`src/rtl/jio_pkg.sv`:
```
// Shared encodings for the jcscpu IO-bus responder: status bit positions,
// {io_io, io_da} bus operation codes and the pending-read operation codes.
package jio_pkg;

  // Positions within the [0:7] CPU bus (bit 0 is the MSB).
  localparam int unsigned ST_RXNE = 7;
  localparam int unsigned ST_TXNF = 6;
  localparam int unsigned ST_OVF  = 5;

  typedef enum logic [1:0] {
    OP_IN_DATA  = 2'b00,
    OP_IN_ADDR  = 2'b01,
    OP_OUT_DATA = 2'b10,
    OP_OUT_ADDR = 2'b11
  } io_op_e;

  typedef enum logic [1:0] {
    RD_NONE   = 2'b00,
    RD_DATA   = 2'b01,
    RD_STATUS = 2'b10
  } rd_op_e;

endpackage

```
`src/rtl/jio_fifo.sv`:
```
// Synchronous FIFO with registered pointers and count; push while full is
// accepted only when a pop happens in the same cycle.
module jio_fifo #(
  parameter int unsigned DEPTH = 4,
  parameter int unsigned WIDTH = 8
) (
  input  logic                   i_clk,
  input  logic                   i_rst,
  input  logic                   i_push,
  input  logic                   i_pop,
  input  logic [WIDTH-1:0]       i_data,
  output logic [WIDTH-1:0]       o_head,
  output logic                   o_full,
  output logic                   o_empty,
  output logic [$clog2(DEPTH):0] o_count
);

  localparam int unsigned AW = $clog2(DEPTH);

  logic [WIDTH-1:0] r_mem [DEPTH];
  logic [AW-1:0]    r_wr_ptr;
  logic [AW-1:0]    r_rd_ptr;
  logic [AW:0]      r_count;
  logic             w_push;
  logic             w_pop;

  assign o_empty = (r_count == '0);
  assign o_full  = (r_count == (AW+1)'(DEPTH));
  assign o_count = r_count;
  assign o_head  = r_mem[r_rd_ptr];

  assign w_pop  = i_pop & ~o_empty;
  assign w_push = i_push & (~o_full | w_pop);

  always_ff @(posedge i_clk) begin
    if (i_rst) begin
      r_wr_ptr <= '0;
      r_rd_ptr <= '0;
      r_count  <= '0;
    end else begin
      if (w_push) r_wr_ptr <= r_wr_ptr + AW'(1);
      if (w_pop)  r_rd_ptr <= r_rd_ptr + AW'(1);
      case ({w_push, w_pop})
        2'b10:   r_count <= r_count + (AW+1)'(1);
        2'b01:   r_count <= r_count - (AW+1)'(1);
        default: ;
      endcase
    end
  end

  always_ff @(posedge i_clk) begin
    if (w_push) r_mem[r_wr_ptr] <= i_data;
  end

endmodule

```
`src/rtl/jio_device.sv`:
```
// IO-bus responder: OUT Addr selects, OUT Data feeds TX FIFO, IN reads RX/status.
// Define JIO_LOOPBACK_EN to route the TX FIFO head into the RX FIFO internally.
module jio_device
  import jio_pkg::*;
#(
  parameter logic [7:0]  DEV_ADDR   = 8'h03,
  parameter int unsigned FIFO_DEPTH = 4
) (
  input  logic       CLK_clk,
  input  logic       reset,
  input  logic       io_s,
  input  logic       io_e,
  input  logic       io_io,
  input  logic       io_da,
  input  logic [0:7] bus_in,
  output logic [0:7] bus_out,
  output logic       bus_oe,
  output logic [7:0] tx_data,
  output logic       tx_valid,
  input  logic       tx_ready,
  input  logic [7:0] rx_data,
  input  logic       rx_valid,
  output logic       rx_ready,
  output logic       selected
);

  localparam int unsigned CW = $clog2(FIFO_DEPTH) + 1;

  logic          r_io_s_q;
  logic          r_io_e_q;
  logic          r_selected;
  logic          r_ovf;
  rd_op_e        r_rd_op;
  rd_op_e        w_rd_op_next;
  io_op_e        w_op;
  logic          w_s_rise;
  logic          w_e_rise;
  logic          w_e_fall;
  logic          w_out_data;
  logic          w_ovf_set;
  logic          w_commit_status;
  logic          w_tx_push, w_tx_pop, w_tx_full, w_tx_empty;
  logic          w_rx_push, w_rx_pop, w_rx_full, w_rx_empty;
  logic [7:0]    w_tx_head, w_rx_head, w_rx_din;
  logic [CW-1:0] w_tx_count, w_rx_count;
  logic [0:7]    w_status;
  logic          w_unused_cnt;

  assign w_op     = io_op_e'({io_io, io_da});
  assign w_s_rise = io_s & ~r_io_s_q;
  assign w_e_rise = io_e & ~r_io_e_q;
  assign w_e_fall = ~io_e & r_io_e_q;

  // A full TX FIFO still accepts the byte when the sink pops in the same cycle.
  assign w_out_data      = w_s_rise & (w_op == OP_OUT_DATA) & r_selected;
  assign w_tx_push       = w_out_data & (~w_tx_full | w_tx_pop);
  assign w_ovf_set       = w_out_data & w_tx_full & ~w_tx_pop;
  assign w_rx_pop        = w_e_fall & (r_rd_op == RD_DATA) & ~w_rx_empty;
  assign w_commit_status = w_e_fall & (r_rd_op == RD_STATUS);

`ifdef JIO_LOOPBACK_EN
  logic w_unused_ext;
  assign w_tx_pop     = ~w_tx_empty & ~w_rx_full;
  assign w_rx_push    = w_tx_pop;
  assign w_rx_din     = w_tx_head;
  assign tx_valid     = 1'b0;
  assign rx_ready     = 1'b0;
  assign w_unused_ext = ^{tx_ready, rx_valid, rx_data};
`else
  assign tx_valid  = ~w_tx_empty;
  assign w_tx_pop  = tx_valid & tx_ready;
  assign rx_ready  = ~w_rx_full & ~reset;
  assign w_rx_push = rx_valid & rx_ready;
  assign w_rx_din  = rx_data;
`endif

  assign tx_data      = w_tx_head;
  assign selected     = r_selected;
  assign w_unused_cnt = ^{w_tx_count, w_rx_count};

  always_comb begin
    w_rd_op_next = r_rd_op;
    if (w_e_fall) begin
      w_rd_op_next = RD_NONE;
    end else if (w_e_rise && !io_io && r_selected) begin
      w_rd_op_next = io_da ? RD_STATUS : RD_DATA;
    end
  end

  // Strobe history reloads even in reset so a held strobe is not seen as a rise.
  always_ff @(posedge CLK_clk) begin
    r_io_s_q <= io_s;
    r_io_e_q <= io_e;
    if (reset) begin
      r_selected <= 1'b0;
      r_ovf      <= 1'b0;
      r_rd_op    <= RD_NONE;
    end else begin
      r_rd_op <= w_rd_op_next;
      if (w_s_rise && (w_op == OP_OUT_ADDR)) r_selected <= (bus_in == DEV_ADDR);
      if (w_ovf_set)            r_ovf <= 1'b1;
      else if (w_commit_status) r_ovf <= 1'b0;
    end
  end

  always_comb begin
    w_status          = '0;
    w_status[ST_RXNE] = ~w_rx_empty;
    w_status[ST_TXNF] = ~w_tx_full;
    w_status[ST_OVF]  = r_ovf;
  end

  assign bus_oe = io_e & ~io_io & r_selected;

  always_comb begin
    bus_out = '0;
    if (bus_oe) begin
      if (io_da)            bus_out = w_status;
      else if (!w_rx_empty) bus_out = w_rx_head;
    end
  end

  jio_fifo #(.DEPTH(FIFO_DEPTH), .WIDTH(8)) u_tx_fifo (
    .i_clk   (CLK_clk),
    .i_rst   (reset),
    .i_push  (w_tx_push),
    .i_pop   (w_tx_pop),
    .i_data  (bus_in),
    .o_head  (w_tx_head),
    .o_full  (w_tx_full),
    .o_empty (w_tx_empty),
    .o_count (w_tx_count)
  );

  jio_fifo #(.DEPTH(FIFO_DEPTH), .WIDTH(8)) u_rx_fifo (
    .i_clk   (CLK_clk),
    .i_rst   (reset),
    .i_push  (w_rx_push),
    .i_pop   (w_rx_pop),
    .i_data  (w_rx_din),
    .o_head  (w_rx_head),
    .o_full  (w_rx_full),
    .o_empty (w_rx_empty),
    .o_count (w_rx_count)
  );

endmodule

```
`config.mk`:
```
export PLATFORM = sky130hd
export DESIGN_NAME = jio_device
export DESIGN_NICKNAME = d
export VERILOG_FILES = /design/src/rtl/jio_pkg.sv /design/src/rtl/jio_fifo.sv /design/src/rtl/jio_device.sv
export SDC_FILE = /design/constraint.sdc
export NUM_CORES = 1
export LEC_CHECK = 0
export ABC_CLOCK_PERIOD_IN_PS = 2000
export BUFFER_PORTS_ARGS = -buffer_cell sky130_fd_sc_hd__buf_2
export CAP_MARGIN = 10
export CORE_ASPECT_RATIO = 2
export CORE_MARGIN = 1
export CORE_UTILIZATION = 52
export DETAILED_ROUTE_END_ITERATION = 10
export GPL_ROUTABILITY_DRIVEN = 0
export GPL_TIMING_DRIVEN = 0
export PLACE_DENSITY = 0.87
export SKIP_LAST_GASP = 1
export SLEW_MARGIN = 5
export SYNTH_ARGS = -nofsm -noshare
export SYNTH_HDL_FRONTEND = slang
export SYNTH_SLANG_ARGS = --single-unit
```
`constraint.sdc`:
```
create_clock -name CLK_clk -period 2 [get_ports CLK_clk]
set_input_delay 0.3 -clock CLK_clk [delete_from_list [all_inputs] [get_ports CLK_clk]]
set_output_delay 0.3 -clock CLK_clk [all_outputs]
set_load 0.02 [all_outputs]
```
==> impl_metrics.env, run 1 <==
export IMPL_vias=2142
export IMPL_r2r_setup_slack_ns=-0.06
export IMPL_synth_edff_count=64
export IMPL_max_cap_viol_count=0
export IMPL_die_area_mm2=0.007349
export IMPL_finalSetupViolations=3
export IMPL_r2r_start="u_tx_fifo.o_count[1]"
export IMPL_cts_root_buffer="clkbuf_16"
export IMPL_end_kind="register"
export IMPL_crit_start="u_tx_fifo.o_count[1]"
export IMPL_clk_latency_ns=0.34
export IMPL_area_delta_synth_final_pct=24.03
export IMPL_antenna_found_initial=0
export IMPL_ys_seq_area_share_pct=66.09
export IMPL_powerDensity_mw_per_mm2=815.6
export IMPL_synth_xor_area_share_pct=1.446
export IMPL_yosysWarnings=0
export IMPL_cp_arrival_ns=2.32
export IMPL_rsz0062_at_grt="yes"
export IMPL_synth_top_family_by_area="multiplexers"
export IMPL_clkTransAtPathRegs_ns=0.06
export IMPL_drt_initial_drc_count=129
export IMPL_io_buffer_count=42
export IMPL_ys_ff_latch=88
export IMPL_fin_cells=387
export IMPL_grt_max_degree=15
export IMPL_finalCriticalPeriod_ns=2.058
export IMPL_max_slew_margin_pct=66.49
export IMPL_timing_hold_violations_final=0
export IMPL_setup_slack_ns=-0.05801
export IMPL_yosys_area_share_simple_pct=10.15
export IMPL_ctsHoldBuffers=0
export IMPL_synthAdderAreaFrac_pct=4.544
export IMPL_antenna_cells=0
export IMPL_first_pass_iters=4
export IMPL_wl_mm=7.184
export IMPL_core_mm2=0.006674
export IMPL_fp_row_count=42
export IMPL_cp_required_ns=2.26
export IMPL_ioPinCount=44
export IMPL_finish_utilization_pct=67.55
export IMPL_fill_cells=450
export IMPL_synth_cell_types=43
export IMPL_seq_area_mm2=0.002426
export IMPL_cp_max_fo=5
export IMPL_clock_sinks=88
export IMPL_maxSlewViolCount=0
export IMPL_drc=0
export IMPL_initial_core_util_pct=54.46
export IMPL_finalSetupTns_ns=-0.08478
export IMPL_synthFlopType="edfxtp_1"
export IMPL_worst_pin_slew_ns=0.5026
export IMPL_cts_buffers=9
export IMPL_ctsLongestPathBuffers=2
export IMPL_multi_input_area_mm2=0.001204
export IMPL_wire_per_inst_um=18.56
export IMPL_syn_avg_cell_area_um2=15.94
export IMPL_gr_total_overflow=0
export IMPL_startpoint_type="register"
export IMPL_leakagePower_nw=1.595
export IMPL_ant_nets=0
export IMPL_violations="setup timing"
export IMPL_dp_hpwl_mm=4.623
export IMPL_hold_start="io_s"
export IMPL_synth_mux_area_share_pct=11.19
export IMPL_via_per_inst=5.535
export IMPL_grt_pass1_vias=2220
export IMPL_min_path_type="in2reg"
export IMPL_path_class="reg2reg"
export IMPL_skew_ns=0.006788
export IMPL_grt_pass1_wl_mm=10.52
export IMPL_syn_area_mm2=0.003635
export IMPL_drive_above_1_share_pct=41.47
export IMPL_syn_nets=264
export IMPL_track_usage_pct=21.14
export IMPL_synthArstFlopShare_pct=0
export IMPL_irDropWorstVdd_mv=0.7641
export IMPL_status="complete, but fails checks"
export IMPL_max_clock_freq_ghz=0.4859
export IMPL_dp_cells=358
export IMPL_synth_compound_area_share_pct=4.028
export IMPL_htreeDepth=3
export IMPL_fin_crit_sh_pct=102.9
export IMPL_synth_cells=228
export IMPL_die_h_um=120.2
export IMPL_nets=330
export IMPL_cts_tree="built"
export IMPL_dieWidth_um=61.12
registers in the layout (all words and copies together), names as in the netlist, named ones only:
name / cells
u_rx_fifo.r_wr_ptr: 2
u_rx_fifo.r_rd_ptr: 2
u_tx_fifo.r_rd_ptr: 2
r_rd_op: 2
r_io_s_q: 1
u_tx_fifo.r_mem: 32
u_rx_fifo.o_count: 3
u_tx_fifo.r_wr_ptr: 2
selected: 1
r_ovf: 1
r_io_e_q: 1
u_rx_fifo.r_mem: 32
u_tx_fifo.o_count: 3
synth_stat cells, types with 2 or more instances:
cell | number | area (µm²)
clkbuf_1 | 2 | 7.510
nand2b_1 | 2 | 12.51
nand3b_1 | 2 | 15.01
nand2_1 | 3 | 11.26
or3_1 | 5 | 31.28
o211ai_1 | 2 | 15.01
nor3_2 | 2 | 20.02
ha_1 | 10 | 125.1
nor2_1 | 15 | 56.30
mux4_2 | 16 | 360.4
and2_2 | 4 | 30.03
mux2i_1 | 2 | 20.02
edfxtp_1 | 64 | 1922
a21oi_1 | 11 | 55.05
xor2_1 | 5 | 43.79
inv_1 | 16 | 60.06
nor4b_4 | 2 | 47.55
nand4_1 | 2 | 12.51
and2_1 | 9 | 56.30
buf_1 | 2 | 7.510
fa_1 | 2 | 40.04
buf_2 | 2 | 10.01
o21ai_0 | 5 | 25.02
dfxtp_1 | 24 | 480.5
stage by stage:
stage / setup slack, ns / area, µm² / power (mW) / hold WS [ns]
final: -0.05801 / 4508 / 3.677 / 0.1035
after global routing: -0.1837 / 4508 / 3.784 / 0.09679
after CTS: -0.02232 / 4462 / 3.691 / 0.09092
after detailed placement: -0.2201 / 3966 / 2.168 / 0.4402
after global placement: -0.2104 / 3966 / 2.160 / 0.4386
after floorplan: 0.01029 / 3646 / 2.104 / 0.3277
worst max-delay path, cell delays in order (launching register included):
cell and delay (ns):
dfxtp_4 0.36, nor4b_4 0.33, nor4b_4 0.09, inv_1 0.07, ha_2 0.18, inv_2 0.04, fa_2 0.32, xor2_1 0.15
or3_1 0.33, a21oi_2 0.12
power breakdown:
group          internal [mW]  switching (mW)  total, mW  leakage, nW
clock                  0.905           0.623       1.53        0.137
sequential              1.98          0.0182       2.00        0.778
combinational         0.0607          0.0860      0.147        0.680
total                   2.95           0.728       3.68         1.60
layer usage:
layer,track usage [%],routed length [µm]
met5,0,0
met4,13.35,245
met3,4.706,257
met2,38.72,4297
met1,19.29,2384
final timing paths:
check / end / depth (start not counted)
worst max-delay path: u_tx_fifo.o_count[2] / 9
worst min-delay path: r_io_s_q / 1
worst max register to register: u_tx_fifo.o_count[2] / 9
worst min register to register: r_ovf / 2
logic make-up (layout without fill, tap and decap cells):
kind of cell	count (synthesis)	in the layout
flip-flops	88	88
buffers and inverters	23	94
adder cells (fa/ha/maj)	12	12
XOR/XNOR	6	6
multiplexers	20	20
AND/OR/NAND/NOR	55	55
AO/OA/AOI/OAI	24	24
repair_timing:
item                                    CTS  global route
gates resized for setup                  32            13
pin swaps                                 9             6
hold endpoints to repair                  0             0
endpoints found under the setup margin   13            11
setup buffers                            12             2
layout by cell type (no fill, tap or decap), types with 3 or more instances in the layout:
cell and count:
edfxtp_1 64, buf_2 35, mux4_2 16, inv_1 15
buf_4 15, dfxtp_1 15, nor2_1 13, a21oi_1 9
clkbuf_16 9, ha_1 8, and2_1 5, o21ai_0 5
or3_1 5, xor2_1 5, buf_6 5, dfxtp_4 5
and2_4 4, and2_2 4, dfxtp_2 4, clkbuf_1 3
nand2_1 3, buf_12 3
area by class of cell:
class                      count  area share (%)
buffer                         6          0.9159
clock buffer                  13           5.773
multi-input combinational    117           26.70
clock inverter                 3          0.3886
tap                           88           2.442
timing repair buffer          56           8.632
sequential                    88           53.82
inverter                      16           1.332
(Power assumes the default switching activity.)
==> run 2: changes to the inputs <==
Settings changed: CAP_MARGIN 10 to 20, CORE_MARGIN 1 to 8, GPL_TIMING_DRIVEN 0 to unset.
==> impl_metrics.env, run 2 (synthesis results as in run 1) <==
export IMPL_crit_path_frequent_cell="nor4b_4"
export IMPL_swShare_pct=19.38
export IMPL_drive_above_1_share_pct=41.39
export IMPL_layout_common_cells="edfxtp_1, buf_2, buf_4"
export IMPL_timing_rr_end="u_tx_fifo.o_count[2]"
export IMPL_die_h_um=134.2
export IMPL_skew_ns=0.005266
export IMPL_grt_pass1_wl_mm=11.69
export IMPL_final_common_cell="edfxtp_1"
export IMPL_cp_required_ns=2.27
export IMPL_fin_crit_sh_pct=101.1
export IMPL_antenna_cells=0
export IMPL_end_kind="register"
export IMPL_io_buffer_count=43
export IMPL_finish_utilization_pct=65.41
export IMPL_pwr_share_clk_pct=42.2
export IMPL_clock_sinks=88
export IMPL_antenna_found_initial=0
export IMPL_nets=334
export IMPL_worst_path_max_delay_cell="dfxtp_2"
export IMPL_placedInstanceArea_mm2=0.004054
export IMPL_dp_hpwl_mm=4.735
export IMPL_rr_worst_depth=9
export IMPL_critPathTopFamily="simple AND/OR/NAND/NOR gates"
export IMPL_max_cap_viol_count=0
export IMPL_core_mm2=0.006833
export IMPL_finalPower_mw=3.712
export IMPL_fill_cells=457
export IMPL_irDropWorstVdd_mv=0.5861
export IMPL_via_per_inst=5.546
export IMPL_maxSlewViolCount=0
export IMPL_cts_buffers=9
export IMPL_r2r_start="u_tx_fifo.o_count[1]"
export IMPL_cp_num_buf_inv=2
export IMPL_setup_slack_ns=-0.02237
export IMPL_reg_top3="u_rx_fifo.r_mem: 32 flops, u_tx_fifo.r_mem: 32 flops"
export IMPL_p_sw_mw=0.7193
export IMPL_die_area_mm2=0.01008
export IMPL_r2r_setup_slack_ns=-0.02
export IMPL_status="complete, but fails checks"
export IMPL_cp_arrival_ns=2.29
export IMPL_area_delta_synth_final_pct=22.96
export IMPL_finalInstanceArea_mm2=0.004469
export IMPL_ant_nets=0
export IMPL_p_int_mw=2.993
export IMPL_finalCriticalPeriod_ns=2.022
export IMPL_timing_hold_violations_final=0
export IMPL_holdPathEnd="r_io_s_q"
export IMPL_multi_input_area_mm2=0.001187
export IMPL_ctsHoldBuffers=0
export IMPL_ioPinCount=44
export IMPL_ctsLongestPathBuffers=2
export IMPL_p_comb_share_pct=3.8
export IMPL_leakagePower_nw=1.609
export IMPL_cts_root_buffer="clkbuf_16"
export IMPL_min_path_cells=1
export IMPL_wl_mm=7.304
export IMPL_gr_total_overflow=0
export IMPL_max_clock_freq_ghz=0.4945
export IMPL_initial_core_util_pct=53.20
export IMPL_vias=2174
export IMPL_clkTransAtPathRegs_ns=0.06
export IMPL_startpoint_type="register"
export IMPL_rsz0062_at_grt="yes"
export IMPL_finalSetupViolations=1
export IMPL_seq_area_mm2=0.002416
export IMPL_hold_start="io_s"
export IMPL_first_pass_iters=4
export IMPL_p_seq_share_pct=54.0
export IMPL_violations="setup timing"
export IMPL_drt_initial_drc_count=173
export IMPL_path_class="reg2reg"
export IMPL_grt_max_degree=22
export IMPL_grt_pass1_vias=2333
export IMPL_htreeDepth=3
export IMPL_fp_row_count=43
export IMPL_wire_per_inst_um=18.63
export IMPL_clk_latency_ns=0.33
export IMPL_track_usage_pct=15.93
export IMPL_drc=0
export IMPL_crit_start="u_tx_fifo.o_count[1]"
export IMPL_powerDensity_mw_per_mm2=830.5
export IMPL_cp_max_fo=2
export IMPL_cts_tree="built"
export IMPL_max_slew_margin_pct=60.35
export IMPL_dieWidth_um=75.12
export IMPL_min_path_type="in2reg"
export IMPL_crit_chain="nor4b_4 -> nor4b_4 -> inv_1 -> ha_2 -> inv_2 -> fa_2 -> xor2_1 -> or3_1 -> a21oi_2"
export IMPL_slowest_delay_ns=0.33
export IMPL_worst_pin_slew_ns=0.5867
==> run 2: changes by cell type in the layout (fill, tap and decap cells not counted), moves of 3 or more <==
cell and change:
buf_12 -3, buf_4 +9, buf_2 +3, dfxtp_4 -3
==> run 2: area by class of cell <==
cell class | count | area share, %
multi-input cells | 117 | 26.57
well taps | 90 | 2.520
clock buffers | 10 | 5.123
flip-flops and latches | 88 | 54.06
inverters | 16 | 1.344
repair buffers | 66 | 9.294
clock inverters | 5 | 1.092
==> run 2: timing repair <==
action	in CTS	in global routing
endpoints found under the setup margin	10	9
pin swaps	5	7
hold endpoints to repair	0	0
resized for setup	11	17
setup buffers	5	3
==> run 2: worst reg2reg max path: stages (launching register included) <==
cell     delay, ns
dfxtp_2       0.33
nor4b_4       0.32
nor4b_4       0.09
inv_1         0.07
ha_2          0.18
inv_2         0.04
fa_2          0.32
xor2_1        0.15
or3_1         0.33
a21oi_2       0.13
==> run 2: metal layers <==
metal | GRT usage, % | vias up | wire [µm]
met2 | 27.18 | 58 | 4099
met4 | 7.473 | 0 | 125
met3 | 4.637 | 10 | 388
met1 | 17.03 | 1112 | 2690
met5 | 0 | - | 0
li1 | - | 994 | -
==> run 2: metrics by stage <==
step / instances / hold WS [ns] / setup WS, ns / setup TNS (ns)
5_1_grt: 392 / 0.09040 / -0.1072 / -0.1991
4_1_cts: 389 / 0.08101 / -0.03556 / -0.05429
2_1_floorplan: 228 / 0.3277 / 0.01029 / 0
3_5_place_dp: 369 / 0.4349 / -0.1450 / -0.2832
3_3_place_gp: 369 / 0.4253 / -0.08551 / -0.08551
6_report: 392 / 0.09522 / -0.02237 / -0.02237
==> run 2: worst max path at each step <==
stage	endpoint	depth (start not counted)
6_report	u_tx_fifo.o_count[2]	9
4_1_cts	u_tx_fifo.o_count[2]	9
2_1_floorplan	u_tx_fifo.o_count[2]	9
5_1_grt	u_tx_fifo.o_count[2]	9
3_3_place_gp	u_tx_fifo.o_count[2]	10
3_5_place_dp	u_tx_fifo.o_count[2]	10
==> run 2: power by group through the flow <==
stage	clock network (mW)	logic [mW]	registers, mW
2_1_floorplan	0	0.0658	2.04
3_5_place_dp	0	0.132	2.04
4_1_cts	1.59	0.140	2.01
3_3_place_gp	0	0.122	2.04
6_report	1.57	0.141	2.01
5_1_grt	1.65	0.157	2.01
==> run 3: changes to the inputs <==
Settings changed: PLACE_DENSITY 0.87 to 0.85.
==> impl_metrics.env, run 3 (synthesis results as in run 1) <==
export IMPL_fill_cells=448
export IMPL_cp_max_fo=2
export IMPL_dieWidth_um=75.12
export IMPL_end_kind="register"
export IMPL_grt_pass1_vias=2337
export IMPL_irDropWorstVdd_mv=0.6467
export IMPL_cts_buffers=9
export IMPL_vias=2163
export IMPL_violations="setup timing"
export IMPL_max_slew_margin_pct=62.37
export IMPL_reg_top3="u_rx_fifo.r_mem: 32 flops, u_tx_fifo.r_mem: 32 flops"
export IMPL_drive_above_1_share_pct=42.11
export IMPL_antenna_cells=0
export IMPL_cp_required_ns=2.28
export IMPL_drt_initial_drc_count=180
export IMPL_layout_common_cells="edfxtp_1, buf_2, buf_4"
export IMPL_die_h_um=134.2
export IMPL_p_seq_share_pct=51.5
export IMPL_status="complete, but fails checks"
export IMPL_finalSetupViolations=7
export IMPL_area_delta_synth_final_pct=24.72
export IMPL_cp_arrival_ns=2.35
export IMPL_fin_crit_sh_pct=103.4
export IMPL_nets=335
export IMPL_drc=0
export IMPL_first_pass_iters=4
export IMPL_clk_latency_ns=0.34
export IMPL_p_comb_share_pct=3.8
export IMPL_wl_mm=7.459
export IMPL_wire_per_inst_um=18.93
export IMPL_skew_ns=0.005253
export IMPL_cts_root_buffer="clkbuf_16"
export IMPL_seq_area_mm2=0.002411
export IMPL_leakagePower_nw=1.635
export IMPL_multi_input_area_mm2=0.001214
export IMPL_ioPinCount=44
export IMPL_min_path_type="in2reg"
export IMPL_gr_total_overflow=0
export IMPL_final_common_cell="edfxtp_1"
export IMPL_grt_max_degree=22
export IMPL_max_cap_viol_count=0
export IMPL_p_sw_mw=0.7588
export IMPL_antenna_found_initial=0
export IMPL_track_usage_pct=15.37
export IMPL_core_mm2=0.006833
export IMPL_max_clock_freq_ghz=0.4836
export IMPL_ant_nets=0
export IMPL_io_buffer_count=43
export IMPL_finalInstanceArea_mm2=0.004533
export IMPL_p_int_mw=3.139
export IMPL_htreeDepth=3
export IMPL_die_area_mm2=0.01008
export IMPL_ctsLongestPathBuffers=2
export IMPL_dp_hpwl_mm=4.748
export IMPL_startpoint_type="register"
export IMPL_timing_hold_violations_final=0
export IMPL_grt_pass1_wl_mm=11.27
export IMPL_maxSlewViolCount=0
export IMPL_initial_core_util_pct=53.20
export IMPL_clock_sinks=88
export IMPL_setup_slack_ns=-0.06776
export IMPL_path_class="reg2reg"
export IMPL_clkTransAtPathRegs_ns=0.06
export IMPL_fp_row_count=43
export IMPL_ctsHoldBuffers=0
export IMPL_fin_hold_ws_ns=0.08265
export IMPL_via_per_inst=5.490
export IMPL_cts_tree="built"
export IMPL_finalCriticalPeriod_ns=2.068
export IMPL_worst_pin_slew_ns=0.5568
export IMPL_swShare_pct=19.47
export IMPL_finalSetupTns_ns=-0.2042
export IMPL_pwr_share_clk_pct=44.7
export IMPL_rsz0062_at_grt="yes"
export IMPL_placedInstanceArea_mm2=0.004061
export IMPL_powerDensity_mw_per_mm2=859.9
[run 3: final cells by class]
class	instances	share of cell area [%]
Clock buffer	10	5.051
Timing Repair Buffer	67	9.329
Sequential cell	88	53.19
Clock inverter	6	1.849
Multi-Input combinational cell	117	26.77
Inverter	16	1.325
Tap cell	90	2.484
[run 3: metrics by stage]
step           worst slack (ns)  std cells  utilization (%)  power (mW)
3_3_place_gp           -0.08636        370            59.44       2.164
3_5_place_dp            -0.1563        370            59.44       2.176
5_1_grt                 -0.1620        394            66.34       3.988
4_1_cts                -0.07105        391            64.82       3.912
2_1_floorplan           0.01029        228                -       2.104
6_report               -0.06776        394            66.34       3.898
[run 3: power by group through the flow]
stage                     Sequential [mW]  Clock [mW]  Combinational [mW]
after floorplan                      2.04           0              0.0658
after detailed placement             2.04           0               0.133
after CTS                            2.01        1.77               0.140
after global placement               2.04           0               0.125
final                                2.01        1.74               0.147
after global routing                 2.01        1.82               0.162
[run 3: repair_timing]
action | CTS | global route
endpoints found under the setup margin | 9 | 10
buffers inserted | 5 | 3
pin swaps | 4 | 10
gates resized for setup | 7 | 20
cloned | 0 | 0
[run 3: metal layers]
layer  part of all wire, %  routed length, µm  GRT usage [%]
met2                    54               4037          25.19
met3                   5.6                414          4.413
met4                   2.7                204          8.791
met5                     0                  0              0
met1                    38               2803          16.79
[run 3: path summary, 6_finish.rpt]
check | startpoint | to | slack (ns) | cells past startpoint
worst max-delay path | u_tx_fifo.o_count[1] | u_tx_fifo.o_count[2] | -0.07 | 9
worst min-delay path | io_s | r_io_s_q | 0.08 | 1
worst max register to register | u_tx_fifo.o_count[1] | u_tx_fifo.o_count[2] | -0.07 | 9
worst min register to register | r_ovf | r_ovf | 0.50 | 2
[run 3: worst max-delay path, stage by stage (launching register included)]
cell and delay, ns:
dfxtp_2 0.33, nor4b_4 0.33, nor4b_4 0.09, inv_1 0.10, ha_4 0.14, inv_2 0.04
fa_2 0.33, xor2_1 0.16, or3_4 0.37, a21oi_2 0.11
